===== config.mk =====
export PLATFORM = sky130hd
export DESIGN_NAME = psum_accumulator
export DESIGN_NICKNAME = d
export VERILOG_FILES = /design/src/rtl/cim_pkg.sv /design/src/rtl/psum_quant.sv /design/src/rtl/psum_accumulator.sv
export SDC_FILE = /design/constraint.sdc
export NUM_CORES = 1
export LEC_CHECK = 0
export BUFFER_PORTS_ARGS = -buffer_cell sky130_fd_sc_hd__clkbuf_2
export CORE_UTILIZATION = 30
export DETAILED_ROUTE_END_ITERATION = 10
export GPL_TIMING_DRIVEN = 0
export PLACE_DENSITY = 0.51
export SETUP_SLACK_MARGIN = 0.4
export SYNTH_ARGS = -nofsm -noshare
export SYNTH_HDL_FRONTEND = slang
export SYNTH_SLANG_ARGS = --single-unit

===== constraint.sdc =====
create_clock -name clk -period 4.94 [get_ports clk]
set_input_delay 0.988 -clock clk [delete_from_list [all_inputs] [get_ports clk]]
set_output_delay 0.988 -clock clk [all_outputs]
set_load 0.01 [all_outputs]

===== src/rtl/cim_pkg.sv =====
// Shared constants and FSM state type for the CIM PE output path.
// No logic, no latency; no flow control.
// Used by psum_accumulator and psum_quant (the latter only when PSUM_QUANT_EN is set).
package cim_pkg;

    localparam int PSUM_W = 14;
    localparam int ACC_W  = 18;
    localparam int NT_W   = 4;
    localparam int QSHIFT = 10;

    typedef enum logic [1:0] {
        IDLE   = 2'd0,
        ACCUM  = 2'd1,
        OUTPUT = 2'd2
    } acc_state_t;

endpackage


===== src/rtl/psum_quant.sv =====
// Round-half-up, right-shift by QSHIFT, saturate to 8b; zero-extended to ACC_W.
// Purely combinational, zero latency; no flow control.
// Compiled only with PSUM_QUANT_EN defined, where psum_accumulator instantiates it.
`ifdef PSUM_QUANT_EN
module psum_quant
    import cim_pkg::*;
(
    input  logic [ACC_W-1:0] sum_in,
    output logic [ACC_W-1:0] q_out
);

    localparam logic [ACC_W:0] RND = (ACC_W+1)'(1) << (QSHIFT - 1);

    logic [ACC_W:0] rounded;
    logic [ACC_W:0] shifted;
    logic [7:0]     sat8;

    // One extra bit keeps the rounding add from wrapping at full scale.
    always_comb begin
        rounded = {1'b0, sum_in} + RND;
        shifted = rounded >> QSHIFT;
        sat8    = (shifted > (ACC_W+1)'(255)) ? 8'hFF : shifted[7:0];
        q_out   = {{(ACC_W-8){1'b0}}, sat8};
    end

endmodule
`endif


===== src/rtl/psum_accumulator.sv =====
// Accumulates 1..16 PE partial sums into one output-neuron value; PSUM_QUANT_EN adds round/shift/saturate.
// out_valid rises one cycle after the last accepted psum.
// psum_ready only in ACCUM; result held in OUTPUT until out_ready, with start taken on the same cycle.
module psum_accumulator
    import cim_pkg::*;
(
    input  logic              clk,
    input  logic              rst,
    input  logic              start,
    input  logic [NT_W-1:0]   num_tiles_m1,
    input  logic              psum_valid,
    input  logic [PSUM_W-1:0] psum_in,
    output logic              psum_ready,
    output logic              out_valid,
    input  logic              out_ready,
    output logic [ACC_W-1:0]  acc_out,
    output logic              busy
);

    acc_state_t        state_q, state_d;
    logic [ACC_W-1:0]  acc_q, acc_d;
    logic [NT_W-1:0]   tile_cnt_q, tile_cnt_d;
    logic [NT_W-1:0]   tiles_lim_q, tiles_lim_d;
    logic              out_valid_q, out_valid_d;
    logic [ACC_W-1:0]  acc_out_q, acc_out_d;

    logic [ACC_W-1:0]  final_sum;
    logic [ACC_W-1:0]  result;

    assign final_sum = acc_q + ACC_W'(psum_in);

`ifdef PSUM_QUANT_EN
    psum_quant u_quant (
        .sum_in (final_sum),
        .q_out  (result)
    );
`else
    assign result = final_sum;
`endif

    always_comb begin
        state_d     = state_q;
        acc_d       = acc_q;
        tile_cnt_d  = tile_cnt_q;
        tiles_lim_d = tiles_lim_q;
        out_valid_d = out_valid_q;
        acc_out_d   = acc_out_q;
        case (state_q)
            IDLE: begin
                if (start) begin
                    acc_d       = '0;
                    tile_cnt_d  = '0;
                    tiles_lim_d = num_tiles_m1;
                    state_d     = ACCUM;
                end
            end
            ACCUM: begin
                if (psum_valid) begin
                    acc_d = final_sum;
                    if (tile_cnt_q == tiles_lim_q) begin
                        acc_out_d   = result;
                        out_valid_d = 1'b1;
                        state_d     = OUTPUT;
                    end else begin
                        tile_cnt_d = tile_cnt_q + 1'b1;
                    end
                end
            end
            OUTPUT: begin
                if (out_ready) begin
                    out_valid_d = 1'b0;
                    state_d     = IDLE;
                    // Back-to-back restart: the next job begins without an IDLE bubble.
                    if (start) begin
                        acc_d       = '0;
                        tile_cnt_d  = '0;
                        tiles_lim_d = num_tiles_m1;
                        state_d     = ACCUM;
                    end
                end
            end
            default: state_d = IDLE;
        endcase
    end

    always_ff @(posedge clk or posedge rst) begin
        if (rst) begin
            state_q     <= IDLE;
            acc_q       <= '0;
            tile_cnt_q  <= '0;
            tiles_lim_q <= '0;
            out_valid_q <= 1'b0;
            acc_out_q   <= '0;
        end else begin
            state_q     <= state_d;
            acc_q       <= acc_d;
            tile_cnt_q  <= tile_cnt_d;
            tiles_lim_q <= tiles_lim_d;
            out_valid_q <= out_valid_d;
            acc_out_q   <= acc_out_d;
        end
    end

    assign psum_ready = (state_q == ACCUM);
    assign busy       = (state_q != IDLE);
    assign out_valid  = out_valid_q;
    assign acc_out    = acc_out_q;

endmodule


-- Word-level counts from Yosys, hierarchy flattened
Cells that the tools add are included.
- reductions and logical operators: 11
- eq/ne operators: 8
- muxes and demuxes: 22
- $add $sub $neg: 2
- operator list (operator ; count):
    two-way mux 18 bit ; 3
    case mux 18 bit (3 select lines) ; 1
    two-way mux 4 bit ; 6
    adder 18 x 14 -> 18 bit ; 1
    case mux 4 bit (3 select lines) ; 1
    AND reduction 4 bit ; 3
    two-way mux 2 bit ; 4
    != test 2 bit (second input constant) ; 4
    case mux 4 bit (2 select lines) ; 1
    case mux 2 bit (3 select lines) ; 1
    AND reduction 3 bit ; 2
    nonzero test 2 bit ; 3
    adder 4 x 1 -> 4 bit (second input constant) ; 1
    equality test 4 bit ; 1
    two-way mux 1 bit ; 4
    nonzero test 3 bit ; 1
    equality test 2 x 1 -> 1 bit (second input constant) ; 1
    equality test 2 bit (second input constant) ; 1
    zero test 2 bit ; 1
    != test 2 x 1 -> 1 bit (second input constant) ; 1
    case mux 1 bit (2 select lines) ; 1
    AND reduction 2 bit ; 1
- input port bits: 23
- word-level logic and storage cells: 49
- register bits: 47
- output and inout port bits: 21

-- Depth between registers and ports, before layout
- depth after elaboration: 4
- gate-level depth with buffers: 9

-- Worst setup path after synthesis
No wires, ideal clock.
- path kind: in2reg
- from: input psum_in[0]
- to: register acc_q[12]
- setup time: 0.122 ns
- setup slack: 1.914 ns
- data arrival time: 2.904 ns
- cell stages on the path: 8
- cells stage by stage: ha_1 fa_1 a21oi_1 nand4b_4 a21oi_2 o311a_1 or3_1 a32o_1
- longest elaborated chain between the ends: 3
- RTL lines (what ; line ; RTL):
    start: declaration ; psum_accumulator.sv:12 ; input logic [PSUM_W-1:0] psum_in,
    adder 18 x 14 -> 18 bit ; psum_accumulator.sv:30 ; assign final_sum = acc_q + ACC_W'(psum_in);
    two-way mux 18 bit ; psum_accumulator.sv:58 ; if (psum_valid) begin
    case mux 18 bit (3 select lines) ; psum_accumulator.sv:48 ; case (state_q)
    end signal: assignment ; psum_accumulator.sv:89 ; acc_q <= '0;
    end signal: assignment ; psum_accumulator.sv:96 ; acc_q <= acc_d;
    end: declaration ; psum_accumulator.sv:21 ; logic [ACC_W-1:0] acc_q, acc_d;
No other way between the ends. The select of a mux whose other input is x is not followed.
A chain may end at the register's enable or synchronous reset.

-- Worst setup path in the final report
Same ends and word-level chain as after synthesis.

==> results.json <==
{
  "status": "complete, no violations",
  "startpoint": "psum_in[0]",
  "drv_slew": 0,
  "switching_share": 0.417,
  "synth-xor-area-share": 0.0634,
  "vdd_drop_max_uv": 187,
  "fin_crit_sh": 0.602,
  "synth_most_common_cell": "dfrtp_1",
  "seqPwrFrac": 0.340,
  "timing.final.hold_violations": 0,
  "synth_compound_area_frac": 0.195,
  "drc": 0,
  "endpoint": "acc_q[12]",
  "gr-total-overflow": 0,
  "cts_hold_buf": 0,
  "synth_nets": 300,
  "synth_adder_area_share": 0.0791,
  "yosys.area_share.simple": 0.152,
  "r2r_slack_ns": 2.35,
  "io_pins": 44,
  "synthArstFlopShare": 1.00,
  "yosys.area.top_type": "dfrtp_1",
  "cts_inserted_buffers": 5,
  "cts_buffer_depth": 2,
  "crit_path_max_fanout": 3,
  "cap_violations": 0,
  "whs_ns": 0.482,
  "antenna_found_initial": 0,
  "r2r_cells": 8,
  "crit_arrival_ns": 3.17,
  "p_switching_mw": 0.790,
  "cp-start-kind": "input port",
  "clkSlewWorstSetupHoldPaths_ns": 0.10,
  "syn-mean-instance-area_um2": 10.1,
  "cts-root-buf": "clkbuf_8",
  "setup_viol": 0,
  "synth_mux_area_frac": 0.0429,
  "ys_seq_area_frac": 0.448,
  "vias": 2087,
  "drtPass1Iterations": 4,
  "clock_latency_ns": 0.31,
  "post_cts_resized": 0,
  "r2r-end": "acc_q[12]",
  "end_kind": "register",
  "synth_edf_count": 0,
  "hold_path_class": "reg2reg",
  "critPathRequiredTime_ns": 5.13,
  "start_util": 0.315,
  "fp.dieArea_um2": 9130,
  "synth_area_um2": 2630,
  "syn2layout_area_growth_pct": 17.7,
  "viasPerCell": 4.99,
  "combPwrFrac": 0.524,
  "finClkSkew_ns": 0.0118,
  "io_buffers": 43,
  "ys_top_cells_by_area": "dfrtp_1 (45%), ha_1 (7.1%), nand2_1 (6.0%)",
  "ys_ff_latch": 47,
  "grt_pass1_vias": 2057,
  "ctsHtreeMaxLevel": 2,
  "synth_top_family_by_area": "compound AO/OA/AOI/OAI gates",
  "power_density_nw_per_um2": 612,
  "tightest_slew_ns": 1.00,
  "clkSinkCount": 47,
  "cts_tree": "done",
  "pwr-share-clk": 0.136,
  "synth_top_area_share": 0.448,
  "antenna_left": 0,
  "critPathKind": "in2reg",
  "synth_flop_cell": "dfrtp_1",
  "drt_iter0_drc": 70,
  "fin_crit_ns": 2.98,
  "fin_nets": 351,
  "reg2reg_from": "acc_q[0]",
  "routabilityCongestion": 0.798,
  "drive_gt1_frac": 0.230,
  "wl_per_cell_um": 14.4,
  "globalRouteTotalUtil": 0.143,
  "die-height_um": 95.5,
  "wl_um": 6040,
  "maxClockFrequency_mhz": 336,
  "cp_num_cells": 9,
  "dp_hpwl_um": 4560,
  "rsz0062_at_grt": "no",
  "grt_max_degree": 30,
  "ys_types": 46,
  "antenna_cells": 0,
  "critical_path.slowest_cell": "fa_1",
  "yosysWarnings": 0,
  "synth_cells": 261,
  "netlist_top_cells_count": "dfrtp_1 (47), nand2_1 (42), o21ai_0 (19)",
  "grt_pass1_wl_um": 9870,
  "critical_path_buf_inv_count": 1,
  "cpPeakStageDelay_ns": 0.41,
  "setup_tns_ns": 0,
  "path_delay_family": "compound AO/OA/AOI/OAI gates",
  "row_count": 33,
  "coreArea_um2": 8340,
  "intPower_mw": 1.10,
  "path_cells": "clkbuf_2 -> ha_1 -> fa_1 -> a21oi_1 -> nand4b_4 -> a21oi_2 -> o311a_1 -> or3_1 -> a32o_1",
  "hp-start": "acc_out[5]",
  "p_leak_nw": 1.48,
  "dieWidth_um": 95.5,
  "cts_setup_buffers": 0,
  "slew-limit-headroom": 0.331
}
-- per-stage QoR --
step	setup slack (ns)	area [um^2]	util	total power [mW]	std cells
finish	1.96	3090	0.371	1.89	418
global route	1.85	3090	0.371	2.07	418
CTS	1.98	3090	0.371	1.92	418
detailed placement	1.65	2990	0.359	1.65	410
global placement	1.65	2970	0.356	1.64	409
floorplan	1.91	2630	-	1.39	261
-- registers in the layout, indices dropped and copies added, names as in the netlist --
signal,count
out_valid,1
acc_out,18
tile_cnt_q,4
state_q,2
acc_q,18
tiles_lim_q,4
-- cell type report --
| type | count | area [um^2] |
|---|---|---|
| Clock buffer | 6 | 82.6 |
| Multi-Input combinational cell | 202 | 1400 |
| Inverter | 4 | 15.0 |
| Tap cell | 105 | 131 |
| Sequential cell | 47 | 1180 |
| Timing Repair Buffer | 44 | 235 |
| Clock inverter | 2 | 16.3 |
| Buffer | 8 | 35.0 |
| Fill cell | 874 | 5250 |
-- tightest hold or removal path: cells and delay by family, from the launching register on --
| kind | cells | cell delay [ns] |
|---|---|---|
| and+or+nand+nor | 2 | 0.10 |
| DFF | 1 | 0.36 |
-- placed cells by master (no fill, tap or decap), types with 7 or more instances in the layout --
cell type  synthesis  routed
xnor2_1           12      12
xor2_1             7       7
nor2_1            13      13
clkbuf_2           0      43
a21oi_1           12      12
dfrtp_1           47      47
a22o_1            13      13
ha_1              15      15
mux2_2            10      10
o21ai_0           19      19
nand2_1           42      42
-- routing by layer --
metal | part of all wire | GRT usage | vias up | wire length, um
met1 | 0.48 | 0.178 | 1007 | 2900
met4 | 0.013 | 0.0448 | 0 | 80
met5 | 0 | 0 | - | 0
li1 | - | - | 1043 | -
met2 | 0.48 | 0.247 | 32 | 2900
met3 | 0.026 | 0.0271 | 5 | 157
-- kinds of logic (layout without fill, tap and decap cells) --
kind of cell	Yosys count	after routing
fa+ha+maj	16	16
compound gates	73	73
flops	47	47
mux	10	10
simple gates	84	84
xor+xnor	19	19
buf+inv	12	64
-- power by group through the flow --
stage | logic, mW | registers [mW] | clock network, mW
after global routing | 1.12 | 0.665 | 0.281
after detailed placement | 0.999 | 0.653 | 0
final | 0.992 | 0.644 | 0.257
after floorplan | 0.723 | 0.663 | 0
after global placement | 0.989 | 0.650 | 0
after CTS | 1.00 | 0.646 | 0.267
-- worst min-delay path by stage --
stage	end	depth (start not counted)	slack (ns)
global route	acc_out[5]	2	0.51
finish	acc_out[5]	2	0.48
detailed placement	acc_out[5]	2	0.46
CTS	acc_out[5]	2	0.49
global placement	acc_out[5]	2	0.46
floorplan	acc_q[2]	2	0.45
Power figures use the tool's default switching activity.
